<file path="src/rtl/wb_dma_copy.sv">
// wb_dma_copy: Wishbone B4 pipelined initiator copying a block of words in read-then-write chunks
module wb_dma_copy #(
  parameter int BURST_WORDS = 8,
  parameter int LEN_W       = 16
) (
  input  logic             i_clk,
  input  logic             i_rst_n,
  input  logic             i_start,
  input  logic [31:0]      i_src_addr,
  input  logic [31:0]      i_dst_addr,
  input  logic [LEN_W-1:0] i_len_words,
  output logic             o_busy,
  output logic             o_done,
  output logic             o_error,
  output logic             o_wb_cyc,
  output logic             o_wb_stb,
  output logic             o_wb_we,
  output logic [3:0]       o_wb_sel,
  output logic [31:0]      o_wb_addr,
  output logic [31:0]      o_wb_data,
  input  logic [31:0]      i_wb_data,
  input  logic             i_wb_ack,
  input  logic             i_wb_stall,
  input  logic             i_wb_err
);
  localparam int AW = $clog2(BURST_WORDS);
  localparam int CW = AW + 1;
  typedef enum logic [2:0] {IDLE, READ, GAP, WRITE, DONE, ABORT} state_t;
  state_t state, state_n;
  logic [31:0] src, dst;
  logic [LEN_W-1:0] rem, rem_left;
  logic [CW-1:0] chunk, issued, acked;
  logic wr_phase, err_q, active, accept, ack_ok, phase_done;
  logic [31:0] buffer [BURST_WORDS];
  function automatic logic [CW-1:0] chunk_of(input logic [LEN_W-1:0] n);
    return (n >= LEN_W'(BURST_WORDS)) ? CW'(BURST_WORDS) : CW'(n);
  endfunction
  assign active     = state == READ || state == WRITE;
  assign o_wb_cyc   = active;
  assign o_wb_stb   = active && issued < chunk;
  assign o_wb_we    = state == WRITE;
  assign o_wb_sel   = 4'hF;
  assign o_wb_addr  = active ? (o_wb_we ? dst : src) + (32'(issued) << 2) : '0;
  assign o_wb_data  = o_wb_we ? buffer[issued[AW-1:0]] : '0;
  assign o_busy     = active || state == GAP;
  assign o_done     = state == DONE || state == ABORT;
  assign o_error    = err_q;
  assign accept     = o_wb_stb && !i_wb_stall;
  assign ack_ok     = active && i_wb_ack && acked < chunk;
  assign phase_done = ack_ok && acked == chunk - CW'(1);
  assign rem_left   = rem - LEN_W'(chunk);
  // state register
  always_ff @(posedge i_clk or negedge i_rst_n)
    if (!i_rst_n) state <= IDLE;
    else state <= state_n;
  // next-state: a bus error in any active phase wins over completion
  always_comb begin
    state_n = IDLE;
    case (state)
      IDLE:    state_n = i_start ? (i_len_words == '0 ? DONE : READ) : IDLE;
      READ:    state_n = i_wb_err ? ABORT : phase_done ? GAP : READ;
      GAP:     state_n = wr_phase ? WRITE : READ;
      WRITE:   state_n = i_wb_err ? ABORT : phase_done ? (rem_left == '0 ? DONE : GAP) : WRITE;
      default: state_n = IDLE;
    endcase
  end
  // transfer bookkeeping: latch request, count accepts/acks, advance pointers after each write chunk
  always_ff @(posedge i_clk or negedge i_rst_n)
    if (!i_rst_n) begin
      src      <= '0;
      dst      <= '0;
      rem      <= '0;
      chunk    <= '0;
      issued   <= '0;
      acked    <= '0;
      wr_phase <= 1'b0;
      err_q    <= 1'b0;
    end else if (state == IDLE && i_start) begin
      src      <= i_src_addr & ~32'd3;
      dst      <= i_dst_addr & ~32'd3;
      rem      <= i_len_words;
      chunk    <= chunk_of(i_len_words);
      issued   <= '0;
      acked    <= '0;
      wr_phase <= 1'b0;
      err_q    <= 1'b0;
    end else if (active && i_wb_err) begin
      err_q <= 1'b1;
    end else if (phase_done) begin
      issued   <= '0;
      acked    <= '0;
      wr_phase <= !wr_phase;
      if (state == WRITE) begin
        src   <= src + (32'(chunk) << 2);
        dst   <= dst + (32'(chunk) << 2);
        rem   <= rem_left;
        chunk <= chunk_of(rem_left);
      end
    end else if (active) begin
      issued <= issued + CW'(accept);
      acked  <= acked + CW'(ack_ok);
    end
  // chunk buffer filled in ack order during the read phase
  always_ff @(posedge i_clk)
    if (state == READ && ack_ok) buffer[acked[AW-1:0]] <= i_wb_data;
endmodule
</file>
<file path="config.mk">
export PLATFORM = sky130hd
export DESIGN_NAME = wb_dma_copy
export DESIGN_NICKNAME = d
export VERILOG_FILES = /design/src/rtl/wb_dma_copy.sv
export SDC_FILE = /design/constraint.sdc
export NUM_CORES = 1
export LEC_CHECK = 0
export ABC_AREA = 0
export BUFFER_PORTS_ARGS = -buffer_cell sky130_fd_sc_hd__clkbuf_2
export CORE_ASPECT_RATIO = 0.9
export CORE_UTILIZATION = 32
export DETAILED_ROUTE_END_ITERATION = 6
export HOLD_SLACK_MARGIN = 0.1
export PLACE_DENSITY_LB_ADDON = 0.25
export SLEW_MARGIN = 25
export SYNTH_ARGS = -nofsm -noshare
export SYNTH_HDL_FRONTEND = slang
export SYNTH_SLANG_ARGS = --single-unit
export TNS_END_PERCENT = 10
</file>
<file path="constraint.sdc">
create_clock -name i_clk -period 5.3 [get_ports i_clk]
set_input_delay 1.06 -clock i_clk [delete_from_list [all_inputs] [get_ports i_clk]]
set_output_delay 1.06 -clock i_clk [all_outputs]
set_load 0.005 [all_outputs]
</file>
# ---- After elaboration in Yosys (flattened, before gate mapping)
# Memory sizes are Yosys's and may differ from the RTL's.
# Index checks and enable logic that the tools add are counted.
dict set report op_classes {
  n_div 0
  mux 45
  bitwise 0
  eq_ne 7
  shift 0
  n_addsub 7
  mul 0
  reduce_logical 23
  n_lt_le_gt_ge 4
}
# op n
set op_table {}
lappend op_table {{two-way mux 32 bit} 11}
lappend op_table {{adder 32 x 6 -> 32 bit} 3}
lappend op_table {{two-way mux 16 bit} 4}
lappend op_table {{two-way mux 4 bit} 14}
lappend op_table {{>= comparator 16 x 4 -> 1 bit, second input constant} 2}
lappend op_table {{zero test 16 bit} 2}
lappend op_table {{two-way mux 3 bit} 6}
lappend op_table {{subtractor 16 x 4 -> 16 bit} 1}
lappend op_table {{one-hot mux 3 bit (4 select lines)} 1}
lappend op_table {{adder 4 x 1 -> 4 bit} 2}
lappend op_table {{logical AND 1 bit} 8}
lappend op_table {{less-than comparator 4 bit} 2}
lappend op_table {{two-way mux 1 bit} 7}
lappend op_table {{equality test 3 x 2 -> 1 bit, second input constant} 2}
lappend op_table {{equality test 3 bit, second input constant} 2}
lappend op_table {{nonzero test 2 bit} 3}
lappend op_table {{equality test 4 bit} 1}
lappend op_table {{two-way mux 2 bit} 2}
lappend op_table {{AND reduction 2 bit} 2}
lappend op_table {{subtractor 4 x 1 -> 4 bit, second input constant} 1}
lappend op_table {{equality test 3 x 1 -> 1 bit, second input constant} 1}
lappend op_table {{zero test 3 bit} 1}
lappend op_table {{logical OR 1 bit} 3}
lappend op_table {{AND reduction 3 bit} 1}
lappend op_table {{3 further kinds} 4}
dict set report totals {
  word_cells 96
  rom_bits 0
  output_inout_bits 74
  input_bits 118
  ram_bits 256
  ff_bits 97
  latch_bits 0
  memories 1
}
# memory depth word_bits read_ports rd_ports_with_merged_regs wr line_no
set mem_list {}
lappend mem_list {buffer 8 32 1 0 1 34} ;# logic [31:0] buffer [BURST_WORDS];

# ---- Logic depth before layout (Yosys ltp)
# Gate-level depths: netlist of run 1.
dict set report depth {
  depth_word 9
  mapped_depth 17
  depth_no_buf 13
}

# ---- Worst setup path before layout of run 1
# OpenSTA, ideal clock, no wires.
dict set report synth_path {
  path_kind {flip-flop to output port}
  startpoint {register state[2]}
  endpoint {output o_wb_addr[26]}
  stages_incl_launch_ff 17
  path_slack_ns 0.725
  t_arrival_ns 3.515
  path_buffers 3
  t_required_ns 4.240
  path_cell_list {dfrtp_1 nand3b_4 clkinv_2 buf_8 clkbuf_1 buf_1 nand2_1 nand2_1 ha_1 inv_1 fa_1 nor2b_1 o21a_1 o21a_1 nand3_2 or4_1 and3_1}
}
dict set report synth_between {
  elab_chain_cells 4
  elab_cells_between_ends 6
  classes_between {add/sub: 1; eq/ne: 2; mux: 2; reduce/logical: 1}
}
# element line_no
set synth_rtl {}
lappend synth_rtl {{from (decl)} 29} ;# state_t state, state_n;
lappend synth_rtl {{from (signal assigned)} 55} ;# else state <= state_n;
lappend synth_rtl {{equality test 3 x 2 -> 1 bit (*)} 41} ;# assign o_wb_we = state == WRITE;
lappend synth_rtl {{net o_wb_we} 17} ;# output logic o_wb_we,
lappend synth_rtl {{two-way mux 32 bit} 43} ;# assign o_wb_addr = active ? (o_wb_we ? dst : src) + (32'(issued) << 2) : '0;
lappend synth_rtl {{adder 32 x 6 -> 32 bit} 43}
lappend synth_rtl {{two-way mux 32 bit (*)} 43}
lappend synth_rtl {{to (decl)} 19} ;# output logic [31:0] o_wb_addr,
# The timed path passes the listed nets; every way through them passes the cells marked *.

# ---- Worst setup path in the final report of run 1
dict set report layout_path {
  startpoint {register state[2]}
  endpoint {output o_wb_addr[26]}
}
dict set report layout_between {
  elab_chain_cells 4
  elab_cells_between_ends 6
  classes_between {add/sub: 1; eq/ne: 2; mux: 2; reduce/logical: 1}
}
# element line_no
set layout_rtl {}
lappend layout_rtl {{equality test 3 x 2 -> 1 bit} {38, 41}}
lappend layout_rtl {{two-way mux 32 bit} 43}
lappend layout_rtl {{adder 32 x 6 -> 32 bit} 43}
lappend layout_rtl {{two-way mux 32 bit (*)} 43}
# Mark *: on every way between the ends. The rest lies on a longest branch, timed or not.

==> results of run 1 <==
[area by class of cell]
type	instances	area [um2]	area share
sequential	349	10000	0.497
clock inverter	26	213	0.0106
inverter	27	106	0.00528
timing repair buffer	213	1160	0.0576
multi-input combinational	899	6780	0.336
tap	697	872	0.0433
clock buffer	46	1000	0.0497
[power groups by stage]
stage	registers [mW]	clock network [mW]	logic (mW)
after floorplan	3.66	0	2.29
after global placement	3.86	0	3.06
after detailed placement	3.87	0	3.09
after CTS	3.82	2.68	3.11
after global routing	3.89	2.77	3.45
final	3.83	2.62	3.06
[registers in the layout (all words and copies together) (netlist names)]
register and count:
buffer 256, wr_phase 1, issued 4, acked 4, state 3, src 30, rem 16, o_error 1
chunk 4, dst 30
[layout by cell type (no fill, tap or decap), types with 7 or more instances in the layout]
master and count:
or4_1 7, a21oi_1 41, inv_1 26, a221o_1 22, clkinv_1 12, nand4_1 20, o311ai_0 10, o21a_1 8
mux2i_1 56, edfxtp_1 256, buf_4 32, or3_1 17, mux4_2 64, nand3_1 47, nor2b_1 13, nor4_1 19
nor2_1 109, a21o_1 10, a31oi_1 13, xor2_1 15, clkbuf_2 180, clkbuf_16 39, xnor2_1 28, ha_1 28
nand2_1 130, nand2b_1 14, clkbuf_1 7, a211oi_1 10, nor3_1 40, o211ai_1 16, and3_1 11, dfrtp_1 90
o21ai_0 61
[cell families (layout without fill, tap and decap cells)]
| family | count (synthesis) | after routing | synth area share |
|---|---|---|---|
| AOI/OAI and AO/OA | 221 | 221 | 0.0858 |
| xor gates and xnor gates | 44 | 44 | 0.0233 |
| adders and majority gates | 32 | 32 | 0.0251 |
| buffers and inverters | 113 | 312 | 0.0273 |
| DFF | 349 | 349 | 0.584 |
| muxes | 122 | 122 | 0.118 |
| other | 2 | 6 | 0.000438 |
| and+or+nand+nor | 473 | 474 | 0.136 |
[synth_stat cells (6+ instances only)]
library cell | instances | area share
edfxtp_1 | 256 | 0.45
nand2_1 | 130 | 0.028
nor2_1 | 116 | 0.025
dfrtp_1 | 93 | 0.14
mux4_2 | 64 | 0.084
o21ai_0 | 63 | 0.018
clkbuf_1 | 57 | 0.012
mux2i_1 | 56 | 0.033
nand3_1 | 47 | 0.014
nor3_1 | 43 | 0.013
a21oi_1 | 42 | 0.012
ha_1 | 28 | 0.020
xnor2_1 | 28 | 0.014
inv_1 | 26 | 0.0057
a221o_1 | 22 | 0.013
nand4_1 | 20 | 0.0073
nor4_1 | 20 | 0.0073
buf_1 | 17 | 0.0037
or3_1 | 17 | 0.0062
o211ai_1 | 16 | 0.0070
xor2_1 | 15 | 0.0077
nand2b_1 | 14 | 0.0051
a31oi_1 | 13 | 0.0047
nor2b_1 | 13 | 0.0047
a211oi_1 | 11 | 0.0048
and3_1 | 11 | 0.0040
a21o_1 | 10 | 0.0044
o311ai_0 | 10 | 0.0051
o21a_1 | 9 | 0.0039
buf_4 | 7 | 0.0031
or4_1 | 7 | 0.0031
and2_1 | 6 | 0.0022
nor3b_1 | 6 | 0.0026
[critical path: cells and delay by family (launching register included)]
kind                     cells  cell delay [ns]
buffers and inverters        3             0.38
AO/OA/AOI/OAI                2             0.52
adder cells (fa/ha/maj)      2             0.55
flip-flops                   1             0.51
AND/OR/NAND/NOR              7             1.50
[per-stage QoR]
step	area (um2)	util
2_1_floorplan	17200	-
3_3_place_gp	18900	0.357
3_5_place_dp	18900	0.357
4_1_cts	20100	0.380
5_1_grt	20200	0.381
6_report	20200	0.381
[repair_timing]
| action | in CTS | in global routing |
|---|---|---|
| cloned | 0 | 1 |
| endpoints found under the setup margin | 3 | 7 |
| resized for setup | 3 | 4 |
| buffers inserted | 0 | 0 |
[metal layers]
layer | up-vias | GRT usage | share of wire
met3 | 80 | 0.0456 | 0.076
li1 | 5509 | - | -
met5 | - | 0 | 0.0020
met2 | 373 | 0.276 | 0.46
met4 | 14 | 0.0469 | 0.020
met1 | 6015 | 0.246 | 0.45
[worst min-delay path by stage]
stage                                   from                  end  slack, ns
after floorplan           rem[3]$_DFFE_PN0P_   rem[3]$_DFFE_PN0P_       0.49
after global placement    rem[3]$_DFFE_PN0P_   rem[3]$_DFFE_PN0P_       0.51
after detailed placement  rem[3]$_DFFE_PN0P_   rem[3]$_DFFE_PN0P_       0.51
after CTS                            i_rst_n  rem[14]$_DFFE_PN0P_       0.50
after global routing                 i_rst_n  rem[14]$_DFFE_PN0P_       0.54
final                                i_rst_n   rem[5]$_DFFE_PN0P_       0.49
==> summary.md, run 1 <==
| Metric | Value |
|---|---|
| Status | `completed` |
| CTS tree | `done` |
| H-tree depth | `2` |
| Setup TNS | `0 ns` |
| Post-layout net count | `1679` |
| Vias in the first global route | `11838` |
| Diode count | `0` |
| Largest stage delay on the critical path | `0.51 ns` |
| Num CTS Buffers | `39` |
| CP Cell Sequence | `nand3b_4, inv_6, nand2_1, nand2_1, ha_1, inv_1, fa_1, nor2b_1, o21a_1, o21a_2, nand3_2, or4_1, and3_1, clkbuf_2` |
| WL/cell | `21.5 um` |
| Cells after DPL | `2183` |
| Required @ worst endpoint | `4.24 ns` |
| Critical path's slowest cell | `dfrtp_1` |
| PnR worst setup slack | `0.194 ns` |
| Cell mode on critical path | `nand2_1` |
| PnR Total Power | `9.51 mW` |
| Slew Limit Fails | `0` |
| Reg2Reg Setup Slack | `approximately 1.7 ns` |
| Comb power frac | `0.322` |
| Asr flop ratio synth | `0.266` |
| GRT overflow | `0` |
| Register share of total power | `0.403` |
| P_sw | `roughly 3.4 mW` |
| # DRC | `0` |
| Routed WL | `48600 um` |
| Syn avg cell area | `12.6 um2` |
| Worst-margin pin slew | `0.994 ns` |
| Mapped Area | `17100 um2` |
| Fin cells | `2257` |
| Clk Latency, worst-skew pair | `around 0.57 ns` |
| FF-to-FF End | `buffer[7][14]$_DFFE_PP_` |
| FF+latch count, synth | `349` |
| Worst Setup SP | `state[2]$_DFF_PN0_` |
| Fmax | `196 MHz` |
| Longest Clk Path Bufs | `3` |
| DRT iter0 DRCs | `856` |
| Worst reg2reg startpoint | `chunk[1]$_DFFE_PN0P_` |
| Final Skew | `0.0207 ns` |
| Total Routing Usage GR | `0.178` |
| Row count | `80` |
| Max_slew headroom | `0.338` |
| Total number of yosys warnings | `0` |
| IO buf count | `181` |
| Synth-to-layout area growth | `17.5%` |
| Peak VDD IR | `about 0.00027 V` |
| RD Place Congestion | `approximately 0.84` |
| Sequential area share after synthesis | `0.584` |
| EDFF count, synth | `~260` |
| HP Class | `in2async` |
| Netlist cell types | `65` |
| Switching part of the total | `0.353` |
| Die height | `222 um` |
| Post-DR vias/cell | `5.31` |
| Initial antenna violation count | `7` |
| Main synth FF type | `edfxtp_1` |
| Clk sinks | `349` |
| Filler cells | `approximately 5100` |
| Max Cap Viol | `0` |
| Global-route wire length before repair | `around 73000 um` |
| Total number of vias | `about 12000` |
| I/O pin total | `192` |
| Routed Antenna Nets | `0` |
| Initial Util | `0.324` |
| Die area | `about 55000 um2` |
| Hold_buf cts | `0` |
| Pwr dens | `472 nW/um2` |
| Fin. Hold Viols | `0` |
| Clock root buffer master | `clkbuf_16` |
| Clock Power Share | `0.275` |
| Layout cells sized above 1 | `0.235` |
| Die W | `246 um` |
| Fin crit share | `0.963` |
| CP Capture Type | `output pin` |
| CP Launch Type | `register` |
| Hold WS | `0.494 ns` |
| Final setup fails | `0` |
| FF-to-FF path depth | `8` |
| Lkg Pwr | `7.01 nW` |
| Post-Syn Instances | `1356` |
| Largest net degree at the start of global routing | `91` |
| Setup CP Type | `reg2out` |
| Clock slew at reported path FFs | `0.06 ns` |
| Worst-path maximum fanout | `13` |
| Place WS | `0.556 ns` |
| Detailed-placement wirelength estimate | `roughly 31000 um` |
| Drt pass-1 iters | `5` |
| Setup crit end | `o_wb_addr[26]` |
| Arr. time, crit path | `4.05 ns` |
| Int Pwr | `6.15 mW` |
| Core Area | `53000 um2` |
| Tmin final | `5.11 ns` |
No activity file was read; power rests on OpenSTA's default activity.
==> run 2: changes to the inputs <==
--- a/config.mk
+++ b/config.mk
@@ -6,7 +6,7 @@
 export NUM_CORES = 1
 export LEC_CHECK = 0
 export ABC_AREA = 0
-export BUFFER_PORTS_ARGS = -buffer_cell sky130_fd_sc_hd__clkbuf_2
+export BUFFER_PORTS_ARGS = -buffer_cell sky130_fd_sc_hd__buf_2
 export CORE_ASPECT_RATIO = 0.9
 export CORE_UTILIZATION = 32
 export DETAILED_ROUTE_END_ITERATION = 6
==> constraint.sdc (replaced) <==
create_clock -name i_clk -period 4.7 [get_ports i_clk]
set_input_delay 0.94 -clock i_clk [delete_from_list [all_inputs] [get_ports i_clk]]
set_output_delay 0.94 -clock i_clk [all_outputs]
set_load 0.005 [all_outputs]
==> run 2 against run 1 <==
  * Flip-flop and latch count unchanged
  * First-iteration DRC count shrank 2.1%
  * Design area rose by 0.17%
  * Worst setup slack lost 0.020 ns
  * Total power grew 12%
  * Clock power grew 11%
  * Sequential share of layout area shrank 0.080 points
  * Cell count is 0.22% higher
  * Critical path depth down 1
  * Largest power group unchanged
  * Sequential power rose by 13%
  * Critical endpoint is now o_wb_addr[25]
  * Largest cell class unchanged
  * Die area stayed put
  * Wire length decreased by 1.9%
==> summary.md, run 2 (synthesis results as in run 1) <==
| Metric | Value |
|---|---|
| Status | `completed` |
| I/O pin total | `192 (unchanged)` |
| Worst reg2reg startpoint | `chunk[1]$_DFFE_PN0P_` |
| Clk sinks | `349 (unchanged)` |
| Synth-to-layout area growth | `17.7%` |
| # DRC | `0 (unchanged)` |
| Hold_buf cts | `0 (unchanged)` |
| Setup CP Type | `reg2out` |
| Setup TNS | `0 ns (unchanged)` |
| Die area | `54500 um2 (unchanged)` |
| Max_slew headroom | `0.329 (-0.00870)` |
| Longest Clk Path Bufs | `3 (unchanged)` |
| Die W | `246 um (unchanged)` |
| Max Cap Viol | `0 (unchanged)` |
| Total number of vias | `11897 (-0.78%)` |
| Post-DR vias/cell | `5.26 (-1.0%)` |
| GRT overflow | `0 (unchanged)` |
| Max reg flops | `256 (unchanged)` |
| Filler cells | `5138 (+0.65%)` |
| Area of the multi-input gates | `6770 um2 (about the same)` |
| RSZ-0062 raised after global routing | `yes` |
| RD Place Congestion | `0.862 (+2.3%)` |
| Routed WL | `47700 um (-1.9%)` |
| Lkg Pwr | `7.08 nW (+0.98%)` |
| Tmin final | `4.53 ns` |
| Detailed-placement wirelength estimate | `30900 um (-1.3%)` |
| Storage element area | `10000 um2 (about the same)` |
| Total Routing Usage GR | `0.176 (-0.00164)` |
| Pwr dens | `529 nW/um2 (+12%)` |
| Row count | `80 (unchanged)` |
| Die height | `222 um (unchanged)` |
| Worst Setup SP | `state[2]$_DFF_PN0_` |
| CP Capture Type | `output pin` |
| Reg2Reg Setup Slack | `1.13 ns (-0.56 ns)` |
| Final setup fails | `0 (unchanged)` |
| Post-layout net count | `1684 (+0.30%)` |
| Arr. time, crit path | `3.59 ns (-0.46 ns)` |
| Required @ worst endpoint | `3.76 ns (-0.48 ns)` |
| Commonest non-fill, non-tap cells in the layout | `edfxtp_1, buf_2, nand2_1` |
| CP Launch Type | `register` |
| Clock root buffer master | `clkbuf_16` |
| IO buf count | `181 (unchanged)` |
| DRT iter0 DRCs | `838 (-2.1%)` |
| Largest net degree at the start of global routing | `91 (unchanged)` |
| Worst-margin pin slew | `1.01 ns (+0.0130 ns)` |
| Peak VDD IR | `0.000329 V (+24%)` |
| Drt pass-1 iters | `5 (unchanged)` |
| WL/cell | `21.1 um (-2.2%)` |
| Global-route wire length before repair | `72800 um (-0.88%)` |
| Final Skew | `0.0230 ns (+0.00228 ns)` |
| Most common cell after layout, fill and taps aside | `edfxtp_1` |
| Initial Util | `0.324 (unchanged)` |
| Vias in the first global route | `11804 (-0.29%)` |
| CTS tree | `done` |
| Initial antenna violation count | `11 (+4)` |
| Place WS | `0.404 ns (-0.152 ns)` |
| Worst-path maximum fanout | `37 (+24)` |
| Core Area | `53000 um2 (unchanged)` |
| Clock slew at reported path FFs | `0.06 ns (about the same)` |
| Fin. Hold Viols | `0 (unchanged)` |
| H-tree depth | `2 (unchanged)` |
| Routed Antenna Nets | `0 (unchanged)` |
| HP Class | `in2async` |
| PnR worst setup slack | `0.174 ns (-0.0198 ns)` |
| Clk Latency, worst-skew pair | `0.57 ns (about the same)` |
| Fin crit share | `0.963` |
| Layout cells sized above 1 | `0.240 (+0.00531)` |
| Num CTS Buffers | `38 (-2.6%)` |
| Slew Limit Fails | `0 (unchanged)` |
| Fmax | `between 200 and 250 MHz` |
## run 2: what timing repair did
action | in CTS | in global routing
endpoints found under the setup margin | 4 | 8
resized for setup | 6 | 6
setup buffers | 0 | 1
pin swaps | 0 | 2
## run 2: cell type report
| cell class | count | share of cell area |
|---|---|---|
| antenna | 2 | 0.000248 |
| clock buffer | 44 | 0.0482 |
| clock inverter | 25 | 0.0113 |
| inverter | 27 | 0.00508 |
| multi-input combinational | 898 | 0.336 |
| sequential | 349 | 0.496 |
| tap | 697 | 0.0432 |
| timing repair buffer | 220 | 0.0601 |
## run 2: where the power goes
| group | internal [mW] | leakage, nW | switching [mW] |
|---|---|---|---|
| logic | 1.53 | 3.05 | 1.92 |
| registers | 3.76 | 3.44 | 0.548 |
| clock network | 1.66 | 0.591 | 1.26 |
| total | 6.95 | 7.08 | 3.73 |
## run 2: worst paths after layout
path | depth (start not counted) | to
min | 1 | rem[12]$_DFFE_PN0P_
min in group i_clk | 2 | o_error$_DFFE_PN0P_
max reg2reg | 10 | dst[12]$_DFFE_PN0P_
max | 13 | o_wb_addr[25]
min reg2reg | 2 | o_error$_DFFE_PN0P_
max in group asynchronous | 2 | src[14]$_DFFE_PN0P_
## run 2: critical path: stages, from the launching register on
cell and delay [ns]:
dfrtp_2 0.45, nand3b_4 0.21, buf_6 0.26, nand2_1 0.12, nand2_1 0.06, ha_1 0.33
nand2_1 0.06, o21ai_0 0.16, buf_4 0.15, and2_2 0.26, nand3_4 0.14, or4_1 0.52
a21oi_1 0.15, buf_2 0.13
## run 2: per-layer routing
layer  vias up  GRT usage  share of wire
li1       5530          -              -
met1      5946      0.239           0.44
met2       335      0.277           0.46
met3        68     0.0514          0.077
met4        18     0.0387          0.015
met5         -          0         0.0022
## run 2: stage by stage
stage                      util  power, mW  hold slack, ns  instance area (um2)  std cells
after global placement    0.358       7.78           0.488                18900       2190
final                     0.381       10.7           0.412                20200       2262
after global routing      0.381       11.4           0.449                20200       2260
after detailed placement  0.358       7.82           0.502                18900       2190
after floorplan               -       6.70           0.485                17200       1360
after CTS                 0.381       10.8           0.517                20200       2259
==> run 3: changes to the inputs <==
--- a/config.mk
+++ b/config.mk
@@ -5,7 +5,7 @@
 export SDC_FILE = /design/constraint.sdc
 export NUM_CORES = 1
 export LEC_CHECK = 0
-export ABC_AREA = 0
+export ABC_AREA = 1
 export BUFFER_PORTS_ARGS = -buffer_cell sky130_fd_sc_hd__buf_2
 export CORE_ASPECT_RATIO = 0.9
 export CORE_UTILIZATION = 32
==> constraint.sdc (replaced) <==
create_clock -name i_clk -period 4.7 [get_ports i_clk]
set_input_delay 0.705 -clock i_clk [delete_from_list [all_inputs] [get_ports i_clk]]
set_output_delay 0.705 -clock i_clk [all_outputs]
set_load 0.005 [all_outputs]
==> run 3 against run 2 <==
  * Combinational power is 19% higher
  * Sequential power barely moved
  * Flip-flop and latch count did not move
  * Cell count rose by 29%
  * Global-route usage is 1.3 points higher
  * Critical endpoint is now o_wb_addr[19]
==> summary.md, run 3 <==
| Metric | Value |
|---|---|
| Max_slew headroom | `0.407 (+0.0780)` |
| Cts repair resizes | `0 (-6)` |
| Most common cell after layout, fill and taps aside | `nand2_1` |
| Post-layout net count | `2293 (+36%)` |
| Peak VDD IR | `0.000292 V (-11%)` |
| Initial Util | `0.324 (about the same)` |
| RD Place Congestion | `0.908 (+5.4%)` |
| Detailed-placement wirelength estimate | `36100 um (+17%)` |
| Worst Setup SP | `state[2]$_DFF_PN0_` |
| Status | `completed` |
| Die W | `252 um (+2.6%)` |
| Post-Syn Instances | `1986 (+46%)` |
| DRT iter0 DRCs | `1077 (+29%)` |
| Sequential area share after synthesis | `0.555 (-0.0295)` |
| Max reg flops | `256 (unchanged)` |
| Slew Limit Fails | `0 (unchanged)` |
| Num CTS Buffers | `38 (unchanged)` |
| Total number of vias | `14698 (+24%)` |
| Fin crit share | `0.934 (-0.0291)` |
| Clock root buffer master | `clkbuf_16` |
| Final setup fails | `0 (unchanged)` |
| # DRC | `0 (unchanged)` |
| Max Cap Viol | `0 (unchanged)` |
| Vias in the first global route | `14318 (+21%)` |
| Final Skew | `0.00937 ns (-0.0136 ns)` |
| RSZ-0062 raised after global routing | `no` |
| Clk Latency, worst-skew pair | `0.55 ns (-0.02 ns)` |
| FF-to-FF path depth | `14 (+4)` |
| Area contributors post-synth | `edfxtp_1, dfrtp_1, nand2_1` |
| Most frequent cell after synthesis | `nand2_1` |
| Synth-to-layout area growth | `16.1%` |
| Asr flop ratio synth | `0.266 (unchanged)` |
| Diode count | `0 (-2)` |
| Syn avg cell area | `9.09 um2 (-28%)` |
| Post-DR vias/cell | `5.02 (-4.5%)` |
| Initial antenna violation count | `8 (-3)` |
| Setup crit end | `o_wb_addr[19]` |
| GRT overflow | `0 (unchanged)` |
| Netlist cell types | `47 (-28%)` |
| CTS tree | `done` |
| Fmax | `228 MHz (+3.1%)` |
| HP Class | `in2async` |
| FF+latch count, synth | `349 (unchanged)` |
| H-tree depth | `2 (unchanged)` |
| Fin. Hold Viols | `0 (unchanged)` |
| Routed WL | `54700 um (+15%)` |
| IO buf count | `181 (unchanged)` |
| Lkg Pwr | `8.37 nW (+18%)` |
| Die area | `57400 um2 (+5.3%)` |
| Core Area | `55700 um2 (+5.2%)` |
| Top cell type by total area after synthesis | `edfxtp_1` |
| Worst reg2reg startpoint | `chunk[1]$_DFFE_PN0P_` |
| Post-CTS setup buffer count | `0 (unchanged)` |
| Routed Antenna Nets | `0 (unchanged)` |
| Reg2Reg Setup Slack | `1.27 ns (+0.14 ns)` |
| Drt pass-1 iters | `5 (unchanged)` |
| WL/cell | `18.7 um (-11%)` |
| Final Core Density | `0.376 (-0.00501)` |
| Layout cells sized above 1 | `0.150 (-0.0902)` |
| Die height | `227 um (+2.6%)` |
| CP Capture Type | `output pin` |
| Commonest non-fill, non-tap cells in the layout | `nand2_1, nor2_1, edfxtp_1` |
| Pwr dens | `539 nW/um2 (+1.9%)` |
| Hold_buf cts | `0 (unchanged)` |
| EDFF count, synth | `256 (unchanged)` |
| Setup CP Type | `reg2out` |
| Total Routing Usage GR | `0.189 (+0.0127)` |
| Longest Clk Path Bufs | `3 (unchanged)` |
| Synth cell count leaders | `nand2_1, nor2_1, edfxtp_1` |
| Global-route wire length before repair | `83500 um (+15%)` |
| Clk sinks | `349 (unchanged)` |
| Row count | `82 (+2.5%)` |
| Area share of the largest cell type after synthesis | `0.426 (-0.0226)` |
| Largest net degree at the start of global routing | `79 (-13%)` |
| I/O pin total | `192 (unchanged)` |
| Total number of yosys warnings | `0 (unchanged)` |
| FF-to-FF End | `dst[3]$_DFFE_PN0P_` |
| Worst-margin pin slew | `0.890 ns (-0.117 ns)` |
| Clock slew at reported path FFs | `0.06 ns (about the same)` |
| Mapped Area | `18100 um2 (+5.3%)` |
| Main synth FF type | `edfxtp_1` |
| Setup TNS | `0 ns (unchanged)` |
| Worst-path maximum fanout | `22 (-41%)` |
| Required @ worst endpoint | `3.99 ns (+0.23 ns)` |
| CP Launch Type | `register` |
| Arr. time, crit path | `3.68 ns (+0.09 ns)` |
| Tmin final | `4.39 ns (-0.137 ns)` |
## run 3: changes by cell type after synthesis, moves of 17 or more
cell / previous run / this run
or3_1: 17 / 0
mux2i_1: 56 / 0
nor2_1: 116 / 338
a221o_1: 22 / 0
inv_1: 26 / 144
a31oi_1: 13 / 32
xnor2_1: 28 / 9
nand3_1: 47 / 73
o211ai_1: 16 / 59
nand2_1: 130 / 351
o21ai_0: 63 / 220
xor2_1: 15 / 45
o22ai_1: 4 / 37
mux4_2: 64 / 0
## run 3: logic make-up (layout without fill, tap and decap cells)
kind of cell | Yosys count | in the layout | synth area share
other cells | 2 | 6 | 0.000416
buf+inv | 251 | 431 | 0.0573
flops | 349 | 349 | 0.555
xor+xnor | 54 | 54 | 0.0262
fa+ha+maj | 32 | 32 | 0.0238
simple gates | 891 | 891 | 0.208
compound gates | 407 | 407 | 0.130
## run 3: critical path: stages (launching register included)
cell and delay, ns:
dfrtp_1 0.45, nor2_4 0.12, buf_4 0.23, nand2_2 0.36, nand2_1 0.16, nand2_1 0.07, ha_1 0.31, nand3_1 0.08
nand2_1 0.11, nand2_1 0.06, nand2_1 0.07, nand2_1 0.15, nor2_4 0.24, nand2_2 0.11, nor2_2 0.12, nand2_1 0.08
nand2_1 0.07, nand2_1 0.04, nor2_1 0.15, buf_2 0.14
## run 3: layer usage
| layer | part of all wire | track usage |
|---|---|---|
| met5 | 0.0013 | 0 |
| met4 | 0.022 | 0.0461 |
| met3 | 0.064 | 0.0404 |
| met2 | 0.47 | 0.317 |
| met1 | 0.44 | 0.248 |
## run 3: worst min path at each step
stage                              from                   end  slack, ns  cells past startpoint
finish                          i_rst_n    rem[9]$_DFFE_PN0P_       0.27                      1
global route                    i_rst_n    rem[9]$_DFFE_PN0P_       0.32                      1
CTS                             i_rst_n    rem[9]$_DFFE_PN0P_       0.28                      1
detailed placement  o_error$_DFFE_PN0P_   o_error$_DFFE_PN0P_       0.50                      2
global placement    o_error$_DFFE_PN0P_   o_error$_DFFE_PN0P_       0.49                      2
floorplan                       i_rst_n  acked[0]$_DFFE_PN0P_       0.41                      0
## run 3: through the flow
step                      std cells  power (mW)  hold WS (ns)  setup slack, ns  instance area [um2]
after CTS                      2926        11.4         0.283            0.302                21000
after global placement         2859        8.34         0.492            0.911                19800
after floorplan                1990        7.00         0.409            0.651                18100
after global routing           2926        12.1         0.319           0.0281                21000
after detailed placement       2859        8.40         0.498            0.905                19800
final                          2926        11.3         0.267            0.311                21000
## run 3: area by class of cell
cell class | count | area, um2
Sequential cell | 349 | 10000
Inverter | 154 | 579
Timing Repair Buffer | 210 | 1140
Clock inverter | 19 | 193
Fill cell | 5640 | 34700
Tap cell | 756 | 946
Clock buffer | 48 | 998
Multi-Input combinational cell | 1390 | 7090
## run 3: where the power goes
part	switching [mW]	internal, mW	leakage (nW)
clock network	1.25	1.68	0.586
logic	2.73	1.36	4.43
registers	0.556	3.74	3.36
total	4.54	6.77	8.37
